`config.mk`:
```
export PLATFORM = sky130hd
export DESIGN_NAME = ssp_uart_lite2
export DESIGN_NICKNAME = d
export VERILOG_FILES = /design/src/rtl/ssp_uart_lite2_pkg.sv /design/src/rtl/ssp_uart_lite2_fifo.sv /design/src/rtl/ssp_uart_lite2.sv
export SDC_FILE = /design/constraint.sdc
export NUM_CORES = 1
export LEC_CHECK = 0
export ABC_AREA = 1
export BUFFER_PORTS_ARGS = -buffer_cell sky130_fd_sc_hd__buf_2
export CAP_MARGIN = 15
export CORE_MARGIN = 8
export CORE_UTILIZATION = 40
export CTS_BUF_LIST = sky130_fd_sc_hd__clkbuf_8
export DETAILED_ROUTE_END_ITERATION = 10
export PLACE_DENSITY = 0.54
export SKIP_CTS_REPAIR_TIMING = 1
export SYNTH_ARGS = -nofsm -noshare
export SYNTH_HDL_FRONTEND = slang
export SYNTH_SLANG_ARGS = --single-unit
```
`constraint.sdc`:
```
create_clock -name Clk -period 3.1 [get_ports Clk]
set_input_delay 0.465 -clock Clk [delete_from_list [all_inputs] [get_ports Clk]]
set_output_delay 0.465 -clock Clk [all_outputs]
set_load 0.1 [all_outputs]
```
`src/rtl/ssp_uart_lite2_pkg.sv`:
```
// ============================================================================
// ssp_uart_lite2_pkg : register map, bit indices and FSM encodings
// Rev 1.0
// ============================================================================
`default_nettype none

package ssp_uart_lite2_pkg;

  localparam logic [2:0] RA_TXD    = 3'd0;
  localparam logic [2:0] RA_RXD    = 3'd1;
  localparam logic [2:0] RA_CTRL   = 3'd2;
  localparam logic [2:0] RA_BAUD   = 3'd3;
  localparam logic [2:0] RA_STATUS = 3'd4;

  localparam int CTRL_TXEN    = 0;
  localparam int CTRL_RXEN    = 1;
  localparam int CTRL_IE_RXNE = 2;
  localparam int CTRL_IE_TXE  = 3;
  localparam int CTRL_IE_ERR  = 4;
  localparam int CTRL_PEN     = 5;
  localparam int CTRL_PODD    = 6;
  localparam int CTRL_CTSEN   = 7;

  localparam int ST_TXFULL  = 0;
  localparam int ST_TXEMPTY = 1;
  localparam int ST_RXNE    = 2;
  localparam int ST_RXFULL  = 3;
  localparam int ST_RXOVR   = 4;
  localparam int ST_TXOVR   = 5;
  localparam int ST_FERR    = 6;
  localparam int ST_PERR    = 7;
  localparam int ST_TXIDLE  = 8;
  localparam int ST_RXIDLE  = 9;

  typedef enum logic [2:0] {
    TX_IDLE   = 3'd0,
    TX_START  = 3'd1,
    TX_DATA   = 3'd2,
    TX_PARITY = 3'd3,
    TX_STOP   = 3'd4
  } tx_state_e;

  typedef enum logic [2:0] {
    RX_IDLE   = 3'd0,
    RX_START  = 3'd1,
    RX_DATA   = 3'd2,
    RX_PARITY = 3'd3,
    RX_STOP   = 3'd4
  } rx_state_e;

  // Divisor values below 2 would not leave room for a half-bit sample point.
  function automatic logic [11:0] eff_baud(input logic [11:0] b);
    return (b < 12'd2) ? 12'd2 : b;
  endfunction

endpackage

`default_nettype wire

```
`src/rtl/ssp_uart_lite2_fifo.sv`:
```
// ============================================================================
// ssp_uart_lite2_fifo : 2^AW-entry FIFO, AW=0 gives a single holding register
// Rev 1.0
// ============================================================================
`default_nettype none

module ssp_uart_lite2_fifo #(
  parameter int W  = 8,
  parameter int AW = 4
) (
  input  logic          clk_i,
  input  logic          rst_i,
  input  logic          push_i,
  input  logic [W-1:0]  wdata_i,
  input  logic          pop_i,
  output logic [W-1:0]  rdata_o,
  output logic [AW:0]   count_o
);

  generate
    if (AW == 0) begin : g_reg
      logic [W-1:0] data_q;
      logic         valid_q;
      logic         pop_ok;
      logic         push_ok;

      assign pop_ok  = pop_i & valid_q;
      assign push_ok = push_i & (~valid_q | pop_ok);

      always_ff @(posedge clk_i or posedge rst_i) begin
        if (rst_i) valid_q <= 1'b0;
        else       valid_q <= push_ok | (valid_q & ~pop_ok);
      end

      always_ff @(posedge clk_i) begin
        if (push_ok) data_q <= wdata_i;
      end

      assign rdata_o = data_q;
      assign count_o = valid_q;
    end else begin : g_ram
      localparam int DEPTH = 1 << AW;
      logic [W-1:0] mem_q [DEPTH];
      logic [AW:0]  wptr_q, rptr_q;
      logic         empty, full, pop_ok, push_ok;

      // Extra MSB on the pointers separates full from empty.
      assign empty   = (wptr_q == rptr_q);
      assign full    = (wptr_q[AW] != rptr_q[AW]) && (wptr_q[AW-1:0] == rptr_q[AW-1:0]);
      assign pop_ok  = pop_i & ~empty;
      assign push_ok = push_i & (~full | pop_ok);

      always_ff @(posedge clk_i or posedge rst_i) begin
        if (rst_i) begin
          wptr_q <= '0;
          rptr_q <= '0;
        end else begin
          if (push_ok) wptr_q <= wptr_q + 1'b1;
          if (pop_ok)  rptr_q <= rptr_q + 1'b1;
        end
      end

      always_ff @(posedge clk_i) begin
        if (push_ok) mem_q[wptr_q[AW-1:0]] <= wdata_i;
      end

      assign rdata_o = mem_q[rptr_q[AW-1:0]];
      assign count_o = wptr_q - rptr_q;
    end
  endgenerate

endmodule

`default_nettype wire

```
`src/rtl/ssp_uart_lite2.sv`:
```
// ============================================================================
// ssp_uart_lite2 : SSP-slave UART with FIFOs; parity via SSP_UART_LITE2_PARITY_EN
// Rev 1.0
// ============================================================================
`default_nettype none

module ssp_uart_lite2
  import ssp_uart_lite2_pkg::*;
#(
  parameter int          pDataBits = 8,
  parameter int          pFifoAw   = 4,
  parameter logic [11:0] pBaudRst  = 12'd433
) (
  input  logic        Clk,
  input  logic        Rst,
  input  logic        SSP_SSEL,
  input  logic [2:0]  SSP_RA,
  input  logic        SSP_WnR,
  input  logic        SSP_En,
  input  logic        SSP_EOC,
  input  logic [11:0] SSP_DI,
  output logic [11:0] SSP_DO,
  input  logic        RxD_232,
  input  logic        xCTS,
  output logic        TxD_232,
  output logic        xRTS,
  output logic        IRQ,
  output logic        TxIdle,
  output logic        RxIdle
);

  localparam int DEPTH = 1 << pFifoAw;
  localparam int RXW   = pDataBits + 2;

`ifdef SSP_UART_LITE2_PARITY_EN
  localparam logic [7:0] CTRL_MASK = 8'hFF;
`else
  localparam logic [7:0] CTRL_MASK = ~(8'(1 << CTRL_PEN) | 8'(1 << CTRL_PODD));
`endif

  logic [7:0]  ctrl_q;
  logic [11:0] baud_q, do_q, rd_data, status, baud_eff;
  logic        tx_ovr_q, rx_ovr_q, ferr_q, perr_st_q;
  logic        wr, rd_eoc, pen, podd;
  logic        tx_push, tx_pop, tx_empty, tx_full;
  logic        rx_push, rx_pop, rx_empty, rx_full, rx_room;
  logic [pDataBits-1:0] tx_rdata;
  logic [RXW-1:0]       rx_rdata, rx_word;
  logic [pFifoAw:0]     tx_count, rx_count;

  assign wr       = SSP_SSEL & SSP_EOC & SSP_WnR;
  assign rd_eoc   = SSP_SSEL & SSP_EOC & ~SSP_WnR;
  assign baud_eff = eff_baud(baud_q);

`ifdef SSP_UART_LITE2_PARITY_EN
  assign pen  = ctrl_q[CTRL_PEN];
  assign podd = ctrl_q[CTRL_PODD];
`else
  assign pen  = 1'b0;
  assign podd = 1'b0;
`endif

  assign tx_push  = wr & (SSP_RA == RA_TXD);
  assign rx_pop   = rd_eoc & (SSP_RA == RA_RXD) & ~rx_empty;
  assign tx_empty = (tx_count == '0);
  assign tx_full  = (int'(tx_count) == DEPTH);
  assign rx_empty = (rx_count == '0);
  assign rx_full  = (int'(rx_count) == DEPTH);

  ssp_uart_lite2_fifo #(.W(pDataBits), .AW(pFifoAw)) u_tx_fifo (
    .clk_i(Clk), .rst_i(Rst), .push_i(tx_push), .wdata_i(SSP_DI[pDataBits-1:0]),
    .pop_i(tx_pop), .rdata_o(tx_rdata), .count_o(tx_count)
  );

  ssp_uart_lite2_fifo #(.W(RXW), .AW(pFifoAw)) u_rx_fifo (
    .clk_i(Clk), .rst_i(Rst), .push_i(rx_push), .wdata_i(rx_word),
    .pop_i(rx_pop), .rdata_o(rx_rdata), .count_o(rx_count)
  );

  always_ff @(posedge Clk or posedge Rst) begin
    if (Rst) begin
      ctrl_q    <= '0;
      baud_q    <= pBaudRst;
      do_q      <= '0;
      tx_ovr_q  <= 1'b0;
      rx_ovr_q  <= 1'b0;
      ferr_q    <= 1'b0;
      perr_st_q <= 1'b0;
    end else begin
      if (wr && SSP_RA == RA_CTRL) ctrl_q <= SSP_DI[7:0] & CTRL_MASK;
      if (wr && SSP_RA == RA_BAUD) baud_q <= SSP_DI;
      if (SSP_SSEL && SSP_En && !SSP_WnR) do_q <= rd_data;
      // A new error in the clearing cycle survives the clear.
      if (rd_eoc && SSP_RA == RA_STATUS) begin
        tx_ovr_q  <= 1'b0;
        rx_ovr_q  <= 1'b0;
        ferr_q    <= 1'b0;
        perr_st_q <= 1'b0;
      end
      if (tx_push & tx_full & ~tx_pop)    tx_ovr_q  <= 1'b1;
      if (rx_push & rx_full & ~rx_pop)    rx_ovr_q  <= 1'b1;
      if (rx_push & rx_word[pDataBits])   ferr_q    <= 1'b1;
      if (rx_push & rx_word[pDataBits+1]) perr_st_q <= 1'b1;
    end
  end

  always_comb begin
    status             = '0;
    status[ST_TXFULL]  = tx_full;
    status[ST_TXEMPTY] = tx_empty;
    status[ST_RXNE]    = ~rx_empty;
    status[ST_RXFULL]  = rx_full;
    status[ST_RXOVR]   = rx_ovr_q;
    status[ST_TXOVR]   = tx_ovr_q;
    status[ST_FERR]    = ferr_q;
    status[ST_PERR]    = perr_st_q;
    status[ST_TXIDLE]  = TxIdle;
    status[ST_RXIDLE]  = RxIdle;
  end

  always_comb begin
    rd_data = '0;
    case (SSP_RA)
      RA_RXD: begin
        if (!rx_empty) begin
          rd_data[pDataBits-1:0] = rx_rdata[pDataBits-1:0];
          rd_data[10]            = rx_rdata[pDataBits];
          rd_data[11]            = rx_rdata[pDataBits+1];
        end
      end
      RA_CTRL:   rd_data = {4'd0, ctrl_q};
      RA_BAUD:   rd_data = baud_q;
      RA_STATUS: rd_data = status;
      default:   rd_data = '0;
    endcase
  end

  // ---------------- transmitter ----------------
  tx_state_e            tx_state_q, tx_state_d;
  logic [11:0]          tx_cnt_q, tx_cnt_d;
  logic [pDataBits-1:0] tx_sh_q, tx_sh_d;
  logic [2:0]           tx_bit_q, tx_bit_d;
  logic                 tx_par_q, tx_par_d, txd_q, txd_d, tx_tick;

  always_ff @(posedge Clk or posedge Rst) begin
    if (Rst) begin
      tx_state_q <= TX_IDLE;
      tx_cnt_q   <= '0;
      tx_sh_q    <= '0;
      tx_bit_q   <= '0;
      tx_par_q   <= 1'b0;
      txd_q      <= 1'b1;
    end else begin
      tx_state_q <= tx_state_d;
      tx_cnt_q   <= tx_cnt_d;
      tx_sh_q    <= tx_sh_d;
      tx_bit_q   <= tx_bit_d;
      tx_par_q   <= tx_par_d;
      txd_q      <= txd_d;
    end
  end

  always_comb begin
    tx_state_d = tx_state_q;
    tx_cnt_d   = tx_cnt_q;
    tx_sh_d    = tx_sh_q;
    tx_bit_d   = tx_bit_q;
    tx_par_d   = tx_par_q;
    tx_pop     = 1'b0;
    tx_tick    = (tx_cnt_q == '0);
    if (tx_state_q != TX_IDLE) tx_cnt_d = tx_tick ? baud_eff : tx_cnt_q - 12'd1;
    case (tx_state_q)
      TX_IDLE: begin
        if (ctrl_q[CTRL_TXEN] && !tx_empty && (!ctrl_q[CTRL_CTSEN] || !xCTS)) begin
          tx_pop     = 1'b1;
          tx_sh_d    = tx_rdata;
          tx_par_d   = (^tx_rdata) ^ podd;
          tx_bit_d   = '0;
          tx_cnt_d   = baud_eff;
          tx_state_d = TX_START;
        end
      end
      TX_START:  if (tx_tick) tx_state_d = TX_DATA;
      TX_DATA: begin
        if (tx_tick) begin
          if (tx_bit_q == 3'(pDataBits - 1)) begin
            tx_state_d = pen ? TX_PARITY : TX_STOP;
          end else begin
            tx_sh_d  = tx_sh_q >> 1;
            tx_bit_d = tx_bit_q + 3'd1;
          end
        end
      end
      TX_PARITY: if (tx_tick) tx_state_d = TX_STOP;
      TX_STOP:   if (tx_tick) tx_state_d = TX_IDLE;
      default:   tx_state_d = TX_IDLE;
    endcase
    case (tx_state_d)
      TX_START:  txd_d = 1'b0;
      TX_DATA:   txd_d = tx_sh_d[0];
      TX_PARITY: txd_d = tx_par_d;
      default:   txd_d = 1'b1;
    endcase
  end

  // ---------------- receiver ----------------
  rx_state_e            rx_state_q, rx_state_d;
  logic [11:0]          rx_cnt_q, rx_cnt_d;
  logic [pDataBits-1:0] rx_sh_q, rx_sh_d;
  logic [2:0]           rx_bit_q, rx_bit_d;
  logic                 rx_perr_q, rx_perr_d, rx_s1_q, rxs_q, rx_tick;

  always_ff @(posedge Clk or posedge Rst) begin
    if (Rst) begin
      rx_state_q <= RX_IDLE;
      rx_cnt_q   <= '0;
      rx_sh_q    <= '0;
      rx_bit_q   <= '0;
      rx_perr_q  <= 1'b0;
      rx_s1_q    <= 1'b1;
      rxs_q      <= 1'b1;
    end else begin
      rx_state_q <= rx_state_d;
      rx_cnt_q   <= rx_cnt_d;
      rx_sh_q    <= rx_sh_d;
      rx_bit_q   <= rx_bit_d;
      rx_perr_q  <= rx_perr_d;
      rx_s1_q    <= RxD_232;
      rxs_q      <= rx_s1_q;
    end
  end

  assign rx_word = {rx_perr_q, ~rxs_q, rx_sh_q};

  always_comb begin
    rx_state_d = rx_state_q;
    rx_cnt_d   = rx_cnt_q;
    rx_sh_d    = rx_sh_q;
    rx_bit_d   = rx_bit_q;
    rx_perr_d  = rx_perr_q;
    rx_push    = 1'b0;
    rx_tick    = (rx_cnt_q == '0);
    if (rx_state_q != RX_IDLE) rx_cnt_d = rx_tick ? baud_eff : rx_cnt_q - 12'd1;
    case (rx_state_q)
      RX_IDLE: begin
        if (ctrl_q[CTRL_RXEN] && !rxs_q) begin
          rx_cnt_d   = baud_eff >> 1;
          rx_perr_d  = 1'b0;
          rx_state_d = RX_START;
        end
      end
      RX_START: begin
        if (rx_tick) begin
          rx_bit_d   = '0;
          rx_state_d = rxs_q ? RX_IDLE : RX_DATA;
        end
      end
      RX_DATA: begin
        if (rx_tick) begin
          rx_sh_d = {rxs_q, rx_sh_q[pDataBits-1:1]};
          if (rx_bit_q == 3'(pDataBits - 1)) rx_state_d = pen ? RX_PARITY : RX_STOP;
          else                               rx_bit_d   = rx_bit_q + 3'd1;
        end
      end
      RX_PARITY: begin
        if (rx_tick) begin
          rx_perr_d  = rxs_q ^ (^rx_sh_q) ^ podd;
          rx_state_d = RX_STOP;
        end
      end
      RX_STOP: begin
        if (rx_tick) begin
          rx_push    = 1'b1;
          rx_state_d = RX_IDLE;
        end
      end
      default: rx_state_d = RX_IDLE;
    endcase
  end

  generate
    if (pFifoAw == 0) begin : g_room_reg
      assign rx_room = rx_empty;
    end else begin : g_room_fifo
      assign rx_room = (int'(rx_count) <= DEPTH - 2);
    end
  endgenerate

  assign SSP_DO  = do_q;
  assign TxD_232 = txd_q;
  assign xRTS    = ~(ctrl_q[CTRL_RXEN] & rx_room);
  assign TxIdle  = tx_empty & (tx_state_q == TX_IDLE);
  assign RxIdle  = (rx_state_q == RX_IDLE);
  assign IRQ     = (ctrl_q[CTRL_IE_RXNE] & ~rx_empty) | (ctrl_q[CTRL_IE_TXE] & tx_empty) |
                   (ctrl_q[CTRL_IE_ERR] & (|status[7:4]));

endmodule

`default_nettype wire

```
==> flow_summary.json, run 1 <==
{
  "fin_skew_ps": 38.7,
  "h-tree-depth": 3,
  "ys_top_cells_by_area": "edfxtp_1 (47%), dfrtp_1 (14%), nand2_1 (8.9%), inv_1 (4.2%), nand3_1 (3.4%)",
  "post_drt_wl_per_cell_microns": 19.0,
  "final_antenna_net_count": 0,
  "path_clk_slew_ps": 60,
  "rsz0062_at_grt": "yes",
  "via_per_inst": 5.11,
  "failed_checks": "negative setup slack",
  "synth_seq_cells": 399,
  "cp-start-kind": "flip-flop",
  "globalplace.congestion": 0.900,
  "remaining_drc_errors": 0,
  "ioPinCount": 40,
  "final.period_utilization": 1.06,
  "synth_edf_count": 288,
  "leakage_nw": 8.88,
  "area_growth_pct": 14.2,
  "vias": 13300,
  "grt_pass1_wl_microns": 75900,
  "cpMostUsedCell": "inv_2",
  "syn-num-nets": 1873,
  "worst_pin_slew_ps": 971,
  "clk_path_buf_depth": 3,
  "worstSetupPathType": "reg -> out",
  "core-area_sq_um": 46100,
  "holdWs_ps": 75.9,
  "crit_path_end_kind": "primary output",
  "cts.sinks": 399,
  "critPathRequiredTime_ps": 2630,
  "critical_path.max_stage_delay_ps": 410,
  "yosys_most_used_dff": "edfxtp_1",
  "synthDistinctLibCells": 61,
  "cts_tree": "built",
  "synthCells": 1824,
  "cp_num_buf_inv": 4,
  "path_max_fanout": 4,
  "cap_violations": 0,
  "place_area_sq_um": 19700,
  "slew_headroom": 0.352,
  "pre_cts_ws_ps": 229,
  "die_h_microns": 231,
  "timing.fmax_mhz": 304,
  "cts-root-buf": "clkbuf_8",
  "wirelength_microns": 49400,
  "yosys.area.top_type": "edfxtp_1",
  "grt_usage": 0.184,
  "final_area_sq_um": 21100,
  "crit_family": "buffers and inverters",
  "slew_viol_final": 0,
  "grt_antenna_before_repair": 3,
  "dp_hpwl_microns": 32600,
  "yosys_warnings": 0,
  "post-route-min-period_ps": 3290,
  "ir_drop_uv": 442,
  "drive_gt1_frac": 0.151,
  "outcome": "finished, violations left",
  "worstPathCellList": "inv_2 > ha_1 > inv_1 > fa_2 > nand3_2 > nand2_2 > xnor2_2 > inv_2 > nor2_4 > o211ai_1 > clkbuf_16",
  "postSynthAreaPerCell_sq_um": 10.1,
  "grt-ovfl-total": 0,
  "synthArstFlopShare": 0.278,
  "ys_seq_area_frac": 0.618,
  "worst_slack_ps": -186,
  "fp.dieW_microns": 231,
  "power_density_nw_per_um2": 660,
  "grt_pass1_vias": 13500,
  "drt_iter0_drc": 1023,
  "hold_viol": 0,
  "netlist_area_sq_um": 18500,
  "cpMaxStageDelayCell": "o211ai_1",
  "final-setup-viol-count": 1,
  "die_area_sq_um": 53400,
  "insertion_delay_ps": 620,
  "io_buffers": 39,
  "first_pass_iters": 5,
  "grt_start_max_net_pins": 82,
  "initial_core_util": 0.402,
  "nets": 1992,
  "cp.arrival_ps": 2820,
  "min_path_type": "in -> reg",
  "synth_top_area_share": 0.467,
  "row_count": 79,
  "cts_made_buffers": 70
}
-- synth_stat cells, drive strengths merged, types with 2 or more instances --
cell type  instances
or2                3
clkinv             5
o2111ai            7
clkbuf            24
nand4              8
o211ai            11
nor4               5
a31oi              6
dfstp              8
nor3              32
edfxtp           288
a22oi             11
o21ai             82
dfrtp            103
nand2            451
xor2              35
a32o               9
ha                25
inv              227
a21boi             3
a32oi              3
a21oi             81
o22ai             15
a221oi             8
nand3            130
o41ai              2
o221ai            18
buf               36
xnor2             10
nor2             167
-- metal layers --
metal	up-vias	wire length, microns	track usage
li1	6406	-	-
met1	6455	21300	0.234
met2	356	23200	0.299
met3	96	3340	0.0465
met4	0	1550	0.0733
met5	-	0	0
-- area by class of cell --
type                            count  area [sq um]
Inverter                          232           887
Timing Repair Buffer              107           798
Fill cell                        4430         24900
Clock buffer                       73          1000
Multi-Input combinational cell   1133          5960
Tap cell                          607           759
Antenna cell                        1          2.50
Sequential cell                   399         11400
Clock inverter                     51           275
-- sequential cells by signal, indices dropped and copies added (netlist names), 5 cells and up --
register                cells
u_rx_fifo.g_ram.mem_q     160
u_tx_fifo.g_ram.mem_q     128
SSP_DO                     12
baud_q                     12
rx_cnt_q                   12
tx_cnt_q                   12
rx_sh_q                     8
tx_sh_q                     8
ctrl_q                      6
u_rx_fifo.g_ram.rptr_q      5
u_rx_fifo.g_ram.wptr_q      5
u_tx_fifo.g_ram.rptr_q      5
u_tx_fifo.g_ram.wptr_q      5
-- path summary, 6_finish.rpt --
kind	startpoint	end	slack, ps	cells after the start
setup / recovery	u_rx_fifo.g_ram.wptr_q[0]$_DFFE_PP0P_	IRQ	-190	11
hold reg to reg	rx_s1_q$_DFF_PP1_	rxs_q$_DFF_PP1_	410	0
max in group asynchronous	Rst	u_rx_fifo.g_ram.rptr_q[0]$_DFFE_PP0P_	2160	4
setup reg to reg	u_tx_fifo.g_ram.wptr_q[1]$_DFFE_PP0P_	u_tx_fifo.g_ram.mem_q[5][1]$_DFFE_PP_	190	16
min in group asynchronous	Rst	baud_q[10]$_DFFE_PP0P_	520	4
hold / removal	SSP_DI[11]	baud_q[11]$_DFFE_PP0P_	80	2
-- report_power, final --
group	switching, W	total [W]	internal [W]
Sequential	0.000237	0.00616	0.00593
Combinational	0.00231	0.00328	0.000972
Clock	0.00215	0.00451	0.00235
-- stage by stage --
step / setup TNS [ps] / instances / utilization / power [W]
CTS: -297 / 2590 / 0.454 / 0.0139
global placement: 0 / 2466 / 0.427 / 0.00939
detailed placement: 0 / 2466 / 0.427 / 0.00941
global route: -310 / 2602 / 0.459 / 0.0147
floorplan: -306 / 1824 / - / 0.00837
finish: -186 / 2603 / 0.459 / 0.0140
-- kinds of logic after synthesis --
logic type      count (synthesis)  share of synthesized area
compound gates                260                     0.0869
xor+xnor                       45                     0.0213
fa+ha+maj                      26                     0.0180
buf+inv                       292                     0.0690
flops                         399                      0.618
mux                             1                   0.000609
simple gates                  801                      0.186
-- cell usage in the layout, fill, tap and decap left out, types with 8 or more instances in the layout --
cell / instances
buf_4: 63
nand4_1: 8
ha_1: 22
o221ai_1: 18
dfstp_2: 8
o21ai_0: 61
a21oi_1: 77
a22oi_1: 11
nor3_1: 13
o21ai_1: 20
a32o_1: 9
inv_2: 20
nor3_2: 17
nand2_2: 11
nor2_2: 12
a221oi_1: 8
clkbuf_8: 73
o22ai_1: 15
xor2_1: 33
clkinv_1: 23
inv_1: 223
edfxtp_1: 288
nand2_1: 436
buf_2: 36
dfrtp_1: 98
nand3_1: 124
o211ai_1: 11
nor2_1: 149
xnor2_1: 9
Power figures use the tool's default switching activity.
==> run 2: changes to the inputs <==
CORE_ASPECT_RATIO = 0.5   (was default)
CORE_UTILIZATION = 59   (was 40)
PLACE_DENSITY = 0.76   (was 0.54)
==> run 2 against run 1 <==
Compared with the run above: the flow still finishes with violations (negative setup slack); die area down 30%; via count increased by 0.62%; clock power shrank 4.7%; clock skew shrank 22 ps; critical path type unchanged.
==> flow_summary.json, run 2 (synthesis results as in run 1) <==
{
  "reg2reg_to": "u_rx_fifo.g_ram.mem_q[10][0]$_DFFE_PP_",
  "n_antenna_cell": 0,
  "outcome": "finished, violations left",
  "dp_hpwl_microns": 29000,
  "worstHoldPathCells": 2,
  "clk_path_buf_depth": 3,
  "remaining_drc_errors": 0,
  "n_fill_cell": 2314,
  "slew_headroom": 0.411,
  "regToRegSetupSlack_ps": 130,
  "largest_register_ffs": 160,
  "cts-root-buf": "clkbuf_8",
  "drive_gt1_frac": 0.145,
  "final_area_sq_um": 20700,
  "io_buffers": 39,
  "grt-ovfl-total": 0,
  "critPathRequiredTime_ps": 2630,
  "cts_tree": "built",
  "hold_start": "SSP_DI[11]",
  "fp.dieW_microns": 266,
  "final_util": 0.678,
  "intPower_w": 0.00918,
  "place_area_sq_um": 19400,
  "power_density_nw_per_um2": 661,
  "grt_pass1_wl_microns": 70700,
  "leakage_nw": 8.76,
  "critical_path.max_stage_delay_ps": 420,
  "vias": 13400,
  "row_count": 45,
  "core-area_sq_um": 30600,
  "hold_end": "baud_q[11]$_DFFE_PP0P_",
  "worstSetupPathType": "reg -> out",
  "cpMaxStageDelayCell": "dfrtp_1",
  "cts.sinks": 399,
  "switchingPower_w": 0.00453,
  "wirelength_microns": 44700,
  "globalplace.congestion": 0.918,
  "cp-start-kind": "flip-flop",
  "ioPinCount": 40,
  "cap_violations": 0,
  "layout_commonest_cell": "nand2_1",
  "insertion_delay_ps": 610,
  "cpMostUsedCell": "inv_2",
  "grt_start_max_net_pins": 82,
  "final-setup-viol-count": 1,
  "path_clk_slew_ps": 60,
  "seqPwrFrac": 0.449,
  "cts_made_buffers": 55,
  "ir_drop_uv": 499,
  "multi_input_area_sq_um": 5950,
  "combPwrFrac": 0.237,
  "worst_pin_slew_ps": 883,
  "slew_viol_final": 0,
  "area_growth_pct": 12.1,
  "nets": 1969,
  "r2r_start": "u_rx_fifo.g_ram.wptr_q[0]$_DFFE_PP0P_",
  "final.period_utilization": 1.05,
  "clkPwrFrac": 0.314,
  "first_pass_iters": 6,
  "worst_slack_ps": -159,
  "post-route-min-period_ps": 3260,
  "via_per_inst": 5.61,
  "initial_core_util": 0.605,
  "grt_usage": 0.237,
  "crit_path_end_kind": "primary output",
  "switching_share": 0.330,
  "path_max_fanout": 3,
  "final_antenna_net_count": 0,
  "drt_iter0_drc": 1542,
  "rsz0062_at_grt": "yes",
  "final_cell_mix": "nand2_1 (435), edfxtp_1 (288), inv_1 (216)",
  "reg2reg_depth": 16,
  "failed_checks": "negative setup slack",
  "hold_viol": 0,
  "seq_area_sq_um": 11400,
  "grt_antenna_before_repair": 0,
  "min_path_type": "in -> reg",
  "post_drt_wl_per_cell_microns": 18.7,
  "grt_pass1_vias": 13000,
  "timing.fmax_mhz": 307,
  "die_h_microns": 141,
  "cp.arrival_ps": 2790,
  "die_area_sq_um": 37600,
  "worstPathCellList": "inv_2 > ha_4 > inv_2 > fa_2 > nand3_2 > nand2_2 > xnor2_2 > inv_2 > nor2_4 > o211ai_1 > clkbuf_16",
  "fin_skew_ps": 16.9,
  "h-tree-depth": 2
}
==> run 2: changes by cell type in the layout (fill, tap and decap cells not counted), sizes merged <==
cell / change
clkbuf: -13
buf: -8
inv: -8
clkinv: -5
bufinv: +4
diode: -1
==> run 2: area by class of cell <==
cell class,count,area share
inverter,232,0.0428
sequential,399,0.552
multi-input combinational,1133,0.287
timing repair buffer,99,0.0368
tap,423,0.0255
clock buffer,60,0.0398
clock inverter,42,0.0163
==> run 2: power groups by stage <==
stage          Combinational (W)  Sequential (W)  Clock (W)
6_report                 0.00325         0.00615    0.00430
5_1_grt                  0.00352         0.00617    0.00459
4_1_cts                  0.00308         0.00614    0.00436
3_5_place_dp             0.00306         0.00625          0
3_3_place_gp             0.00303         0.00624          0
2_1_floorplan            0.00197         0.00640          0
==> run 2: metal layers <==
metal	part of all wire	vias to the layer above	routed length, microns	global-route usage
li1	-	6362	-	-
met1	0.41	6316	18400	0.324
met2	0.47	620	21000	0.379
met3	0.089	97	4000	0.0430
met4	0.030	0	1350	0.0829
met5	0	-	0	0
==> run 2: worst max path at each step <==
| stage | start | slack [ps] | endpoint |
|---|---|---|---|
| floorplan | u_rx_fifo.g_ram.rptr_q[2]$_DFFE_PP0P_ | -310 | IRQ |
| global placement | u_tx_fifo.g_ram.wptr_q[1]$_DFFE_PP0P_ | 380 | u_tx_fifo.g_ram.mem_q[5][4]$_DFFE_PP_ |
| detailed placement | u_tx_fifo.g_ram.wptr_q[1]$_DFFE_PP0P_ | 260 | u_tx_fifo.g_ram.mem_q[5][4]$_DFFE_PP_ |
| CTS | u_rx_fifo.g_ram.wptr_q[0]$_DFFE_PP0P_ | -250 | IRQ |
| global route | u_rx_fifo.g_ram.wptr_q[0]$_DFFE_PP0P_ | -270 | IRQ |
| finish | u_rx_fifo.g_ram.wptr_q[0]$_DFFE_PP0P_ | -160 | IRQ |
==> run 2: metrics by stage <==
stage / hold WS, ps / total power [W] / worst slack (ps) / cells / TNS (ps)
3_3_place_gp: 346 / 0.00927 / 377 / 2273 / 0
2_1_floorplan: 345 / 0.00837 / -306 / 1824 / -306
5_1_grt: 77.5 / 0.0143 / -269 / 2388 / -2200
3_5_place_dp: 348 / 0.00931 / 257 / 2273 / 0
4_1_cts: -188 / 0.0136 / -250 / 2375 / -250
6_report: 105 / 0.0137 / -159 / 2388 / -159
==> run 2: worst max-delay path: cells and delay by family (launching register included) <==
kind / cells / cell delay, ps
compound gates: 1 / 370
xor+xnor: 1 / 150
fa+ha+maj: 2 / 540
buf+inv: 4 / 530
flops: 1 / 420
simple gates: 3 / 180
